$ cat config.mk
export PLATFORM = sky130hd
export DESIGN_NAME = memu_flat
export DESIGN_NICKNAME = d
export VERILOG_FILES = /design/src/rtl/memu_if.sv /design/src/rtl/memu.sv /design/src/flat_wrapper.sv
export SDC_FILE = /design/constraint.sdc
export NUM_CORES = 1
export LEC_CHECK = 0
export ABC_AREA = 1
export CORE_ASPECT_RATIO = 1.4
export CORE_MARGIN = 4
export CORE_UTILIZATION = 40
export DETAILED_ROUTE_END_ITERATION = 8
export HOLD_SLACK_MARGIN = 0.15
export PLACE_DENSITY = 0.82
export REMOVE_ABC_BUFFERS = 1
export SLEW_MARGIN = 0
export SYNTH_ARGS = -nofsm -noshare
export SYNTH_HDL_FRONTEND = slang
export SYNTH_SLANG_ARGS = --single-unit
export TNS_END_PERCENT = 30
$ cat constraint.sdc
create_clock -name clk -period 2.5 [get_ports clk]
set_input_delay 0.75 -clock clk [delete_from_list [all_inputs] [get_ports clk]]
set_output_delay 0.75 -clock clk [all_outputs]
set_load 0.005 [all_outputs]
$ cat src/rtl/memu_if.sv
// EXE->MEM->WB handshake and data bundle for the memory-access stage.
// The stage uses the slave modport; its environment uses the master modport.
interface memu_if;
    logic        flush;
    logic        mem_allowin;
    logic        exe_to_mem_valid;
    logic [91:0] exe_to_mem_zip;
    logic [31:0] data_sram_rdata;
    logic        wb_allowin;
    logic        mem_to_wb_valid;
    logic [86:0] mem_to_wb_zip;
    logic [37:0] mem_rf_zip;
    logic        mem_ex_out;

    modport slave (
        input  flush, exe_to_mem_valid, exe_to_mem_zip, data_sram_rdata, wb_allowin,
        output mem_allowin, mem_to_wb_valid, mem_to_wb_zip, mem_rf_zip, mem_ex_out
    );

    modport master (
        output flush, exe_to_mem_valid, exe_to_mem_zip, data_sram_rdata, wb_allowin,
        input  mem_allowin, mem_to_wb_valid, mem_to_wb_zip, mem_rf_zip, mem_ex_out
    );
endinterface

$ cat src/rtl/memu.sv
// Memory-access stage: aligns/extends returning SRAM load data and holds it
// across WB back-pressure, since EXE may reuse the SRAM while MEM is stalled.
module memu (
    input  logic  clk,
    input  logic  resetn,
    memu_if.slave bus
);
    typedef struct packed {
        logic        res_from_mem;
        logic        rf_we;
        logic [4:0]  rf_waddr;
        logic [31:0] alu_result;
        logic [3:0]  mem_op;
        logic [31:0] pc;
        logic        ex_valid;
        logic [5:0]  ecode;
        logic [8:0]  esubcode;
        logic        is_ertn;
    } exe_zip_t;

    logic        mem_valid_q, mem_valid_d;
    exe_zip_t    zip_q, zip_d;
    logic        hold_vld_q, hold_vld_d;
    logic [31:0] rdata_hold_q, rdata_hold_d;

    logic        load_en;
    logic        mem_allowin;
    logic [31:0] ld_src;
    logic [7:0]  ld_byte;
    logic [15:0] ld_half;
    logic [31:0] ld_data;
    logic [31:0] final_result;
    logic        out_rf_we;
    logic        unused_ok;

    assign mem_allowin = ~mem_valid_q | bus.wb_allowin;
    assign load_en     = bus.exe_to_mem_valid & mem_allowin;

    always_comb begin
        mem_valid_d  = mem_valid_q;
        zip_d        = zip_q;
        hold_vld_d   = hold_vld_q;
        rdata_hold_d = rdata_hold_q;

        if (bus.flush)
            mem_valid_d = 1'b0;
        else if (load_en)
            mem_valid_d = 1'b1;
        else if (mem_valid_q & bus.wb_allowin)
            mem_valid_d = 1'b0;

        if (load_en)
            zip_d = exe_zip_t'(bus.exe_to_mem_zip);

        // Capture only on the entry's first cycle: hold_vld is still clear then,
        // and stays set for the remaining stall cycles.
        if (load_en | bus.flush) begin
            hold_vld_d = 1'b0;
        end else if (mem_valid_q & ~hold_vld_q & zip_q.res_from_mem & ~bus.wb_allowin) begin
            hold_vld_d   = 1'b1;
            rdata_hold_d = bus.data_sram_rdata;
        end
    end

    always_ff @(posedge clk or negedge resetn) begin
        if (!resetn) begin
            mem_valid_q  <= 1'b0;
            zip_q        <= '0;
            hold_vld_q   <= 1'b0;
            rdata_hold_q <= '0;
        end else begin
            mem_valid_q  <= mem_valid_d;
            zip_q        <= zip_d;
            hold_vld_q   <= hold_vld_d;
            rdata_hold_q <= rdata_hold_d;
        end
    end

    assign ld_src = hold_vld_q ? rdata_hold_q : bus.data_sram_rdata;

    always_comb begin
        ld_byte = ld_src[7:0];
        case (zip_q.alu_result[1:0])
            2'd0:    ld_byte = ld_src[7:0];
            2'd1:    ld_byte = ld_src[15:8];
            2'd2:    ld_byte = ld_src[23:16];
            default: ld_byte = ld_src[31:24];
        endcase
        ld_half = zip_q.alu_result[1] ? ld_src[31:16] : ld_src[15:0];

        // mem_op[3] selects zero extension for ld.bu / ld.hu
        ld_data = ld_src;
        case (zip_q.mem_op[1:0])
            2'd0:    ld_data = {{24{~zip_q.mem_op[3] & ld_byte[7]}}, ld_byte};
            2'd1:    ld_data = {{16{~zip_q.mem_op[3] & ld_half[15]}}, ld_half};
            default: ld_data = ld_src;
        endcase
    end

    assign final_result = zip_q.res_from_mem ? ld_data : zip_q.alu_result;
    assign out_rf_we    = mem_valid_q & zip_q.rf_we & ~zip_q.ex_valid & ~zip_q.is_ertn;

    assign bus.mem_allowin     = mem_allowin;
    assign bus.mem_to_wb_valid = mem_valid_q;
    assign bus.mem_to_wb_zip   = {out_rf_we, zip_q.rf_waddr, final_result, zip_q.pc,
                                  zip_q.ex_valid, zip_q.ecode, zip_q.esubcode, zip_q.is_ertn};
    assign bus.mem_rf_zip      = {out_rf_we, zip_q.rf_waddr, final_result};
    assign bus.mem_ex_out      = mem_valid_q & (zip_q.ex_valid | zip_q.is_ertn);

    // Store-kind bit is irrelevant at this stage
    assign unused_ok = zip_q.mem_op[2];
endmodule

$ cat src/flat_wrapper.sv
// flat-port wrapper written by rule: the top's interface ports become plain ports
module memu_flat 
  (clk, resetn, bus_flush, bus_exe_to_mem_valid, bus_exe_to_mem_zip, bus_data_sram_rdata, bus_wb_allowin, bus_mem_allowin, bus_mem_to_wb_valid, bus_mem_to_wb_zip, bus_mem_rf_zip, bus_mem_ex_out);
  memu_if bus_i ();
  input  logic clk;
  input  logic resetn;
  input wire logic [$bits(bus_i.flush)-1:0] bus_flush;
  input wire logic [$bits(bus_i.exe_to_mem_valid)-1:0] bus_exe_to_mem_valid;
  input wire logic [$bits(bus_i.exe_to_mem_zip)-1:0] bus_exe_to_mem_zip;
  input wire logic [$bits(bus_i.data_sram_rdata)-1:0] bus_data_sram_rdata;
  input wire logic [$bits(bus_i.wb_allowin)-1:0] bus_wb_allowin;
  output wire logic [$bits(bus_i.mem_allowin)-1:0] bus_mem_allowin;
  output wire logic [$bits(bus_i.mem_to_wb_valid)-1:0] bus_mem_to_wb_valid;
  output wire logic [$bits(bus_i.mem_to_wb_zip)-1:0] bus_mem_to_wb_zip;
  output wire logic [$bits(bus_i.mem_rf_zip)-1:0] bus_mem_rf_zip;
  output wire logic [$bits(bus_i.mem_ex_out)-1:0] bus_mem_ex_out;
  assign bus_i.flush = bus_flush;
  assign bus_i.exe_to_mem_valid = bus_exe_to_mem_valid;
  assign bus_i.exe_to_mem_zip = bus_exe_to_mem_zip;
  assign bus_i.data_sram_rdata = bus_data_sram_rdata;
  assign bus_i.wb_allowin = bus_wb_allowin;
  assign bus_mem_allowin = bus_i.mem_allowin;
  assign bus_mem_to_wb_valid = bus_i.mem_to_wb_valid;
  assign bus_mem_to_wb_zip = bus_i.mem_to_wb_zip;
  assign bus_mem_rf_zip = bus_i.mem_rf_zip;
  assign bus_mem_ex_out = bus_i.mem_ex_out;
  memu u_core (.clk(clk), .resetn(resetn), .bus(bus_i));
endmodule
==> results.md <==
* Status: finished, violations left
* Failing checks: negative setup slack
* CP Launch Point: bus_data_sram_rdata[7]
* Most area-consuming cells after synthesis: dfrtp_1 (43%), nand2_1 (22%), buf_4 (10%), o21ai_2 (3.5%), inv_1 (3.2%)
* Share of layout cells above drive strength 1 at 0.334
* FF-to-FF setup slack at 820 ps
* WL/cell at 17.2 um
* Core Box Area at 17,500 um^2
* CTS Buffer Depth at 2
* Crit path largest cell delay at 270 ps
* IO Count at 257
* Leakage at 5.60 nW
* Length in cells of the worst reg-to-reg path at 10
* Worst-path maximum fanout at 6
* Clk slew on worst S/H paths at 60 ps
* Yosys cell types at 30
* Worst Hold Class: in2async
* Period utilisation layout at 1.19
* Setup violators final at 64
* Antenna Nets Post-Route at 0
* Total congestion overflow at 0
* Final wirelength at 25,200 um
* CTS Buf Count at 17
* Fin. Hold Viols at 0
* WP data arrival at 2230 ps
* Clock skew at 5.68 ps
* Synthesized flop and latch total at 125
* Clk root buf: clkbuf_16
* Post-DP Area at 9810 um^2
* Die area at 20,300 um^2
* Crit path kind: in2out
* Post-synth top cells: nand2_1 (417), dfrtp_1 (125), buf_4 (96)
* Pin count of the biggest net entering global routing at 70
* Vias at 7,198
* Site row count at 57
* Worst slew margin at 0.703
* IR Drop Worst-Case VDD at 0.494 mV
* Clock sinks at 125
* Critical path startpoint category: input port
* Initial antenna violation count at 4
* Starting Density at 0.411
* Number of synthesized flops with an enable pin at 0
* DIE WIDTH at 121 um
* RD Place Congestion at 1.00
* PwrDens at 674 nW/um^2
* CP Capture Type: output pin
* H-tree level count at 4
* Vias in the first global route at 7,280
* Reg2reg start: u_core.bus.mem_to_wb_valid
* Worst-Skew Late Latency at 410 ps
* Post-DP HPWL at 16,800 um
* CP max stage cell: dlygate4sd2_1
* Yosys warnings at 0
* Drt first pass iters at 6
* Area grow syn2layout at 52.3%
* Drt via density at 4.92
* Worst Path Buf+Inv at 5
* Cell with the most instances after synthesis: nand2_1
* CP top delay family: buffers and inverters
* I/O Buffers at 255
* First-pass GRT wire length at 37,500 um
* Fmax at 336 MHz
* Ys async rst share at 1.00
* Syn avg cell area at 7.46 um^2
* Worst path cell trace: dlygate4sd2_1 > nand2_2 > nand2_4 > a21boi_4 > nand2_4 > nand3_4 > buf_12 > buf_8 > nand3_4 > nand2_2 > inv_2 > buf_2
* Total track usage at 0.235
* Final nets at 1,340
* Worst slew pin tran at 446 ps
* Ys flop type: dfrtp_1
* Register area share after synthesis at 0.434
* # Max-Cap Violations at 0
* Critical Path RT at 1750 ps
* Worst r2r dst: u_core.rdata_hold_q[3]
* Largest area contributor in the netlist: dfrtp_1
* Die H at 167 um
* Utilization of the core after routing at 0.626
* Pins Over Slew Limit at 0
* Mapped cell area at 7210 um^2
* Post-synth top area share at 0.434
* 1st-iter DRT viols at 465
* TritonCTS clock tree: built
* Final setup margin at -478 ps
* Period minus WS final at 2980 ps
* Post-route cell area at 11,000 um^2
* RSZ-0062 raised after global routing: true
* DRC at 0
* Fill cell count at 1,452
* Syn Inst Count at 967
final cells by class:
| cell class | instances | area (um^2) | area share |
|---|---|---|---|
| Tap cell | 236 | 295 | 0.0269 |
| Clock inverter | 12 | 163 | 0.0148 |
| Sequential cell | 125 | 3130 | 0.285 |
| Clock buffer | 20 | 457 | 0.0416 |
| Timing Repair Buffer | 367 | 3380 | 0.308 |
| Multi-Input combinational cell | 626 | 3260 | 0.297 |
| Antenna cell | 4 | 10.0 | 0.000911 |
| Inverter | 74 | 289 | 0.0263 |
layer usage:
metal / global-route usage / vias to the layer above / routed length [um]
li1: - / 3370 / -
met1: 0.253 / 3344 / 8870
met2: 0.403 / 370 / 13000
met3: 0.0583 / 114 / 1660
met4: 0.152 / 0 / 1700
met5: 0 / - / 0
worst max path at each step:
stage | depth (start not counted) | slack (ps) | endpoint
3_3_place_gp | 13 | -970 | bus_mem_rf_zip[27]
4_1_cts | 14 | -410 | bus_mem_to_wb_zip[75]
6_report | 12 | -480 | bus_mem_rf_zip[26]
3_5_place_dp | 11 | -1010 | bus_mem_to_wb_zip[75]
5_1_grt | 12 | -530 | bus_mem_rf_zip[26]
2_1_floorplan | 10 | -560 | bus_mem_rf_zip[16]
kinds of logic after synthesis:
family / count (synthesis) / share of synthesized area
and+or+nand+nor: 518 / 0.300
buffers and inverters: 216 / 0.173
DFF: 125 / 0.434
AOI/OAI and AO/OA: 108 / 0.0935
through the flow:
stage               instances  hold slack (ps)  power [W]  setup TNS, ps  worst slack (ps)
detailed placement       1396              459    0.00469         -58950             -1010
floorplan                 825              441    0.00336         -46710              -558
global route             1463              275    0.00776         -27840              -525
global placement         1396              453    0.00464         -56630              -970
finish                   1464              249    0.00741         -24460              -478
CTS                      1445              250    0.00728         -21810              -409
state kept, by name (all words and copies together), names as in the netlist:
| register | count |
|---|---|
| u_core.bus.mem_to_wb_valid | 1 |
| u_core.bus.mem_to_wb_zip | 49 |
| u_core.zip_q | 37 |
| u_core.rdata_hold_q | 32 |
| u_core.bus.mem_rf_zip | 5 |
| u_core.hold_vld_q | 1 |
cells in the final DEF (no fill, tap or decap), types with 2 or more instances in the layout:
cell / instances
diode_2: 4
buf_2: 45
buf_4: 84
bufinv_16: 3
or2_2: 16
a21oi_2: 9
nand2_4: 12
buf_8: 2
clkbuf_8: 2
dlymetal6s2s_1: 2
o21ai_2: 35
buf_12: 8
dfrtp_1: 124
buf_6: 24
nand2_2: 65
o211ai_1: 7
clkbuf_2: 7
nand3_2: 17
o21ai_0: 22
clkinv_2: 3
nand2_1: 370
nand3_4: 6
clkbuf_16: 20
inv_1: 38
clkinv_4: 4
o21ai_1: 8
clkdlybuf4s15_2: 3
clkinvlp_4: 5
nor2_4: 2
clkinv_1: 4
nand3_1: 13
nor2_1: 12
inv_2: 27
a21oi_1: 22
dlygate4sd2_1: 12
clkdlybuf4s50_1: 176
power breakdown:
group	total [W]	internal [W]	switching (W)
Clock	0.00259	0.00163	0.000960
Combinational	0.00225	0.00115	0.00110
Sequential	0.00257	0.00234	0.000231
Total	0.00741	0.00512	0.00229
timing repair:
item	4_1_cts	5_1_grt
gates cloned	1	4
pin swaps	46	44
endpoints found under the hold margin	0	0
setup endpoints to repair	65	66
hold buffers	0	0
buffers inserted	16	12
resized for setup	338	103
No activity file was read; power rests on OpenSTA's default activity.
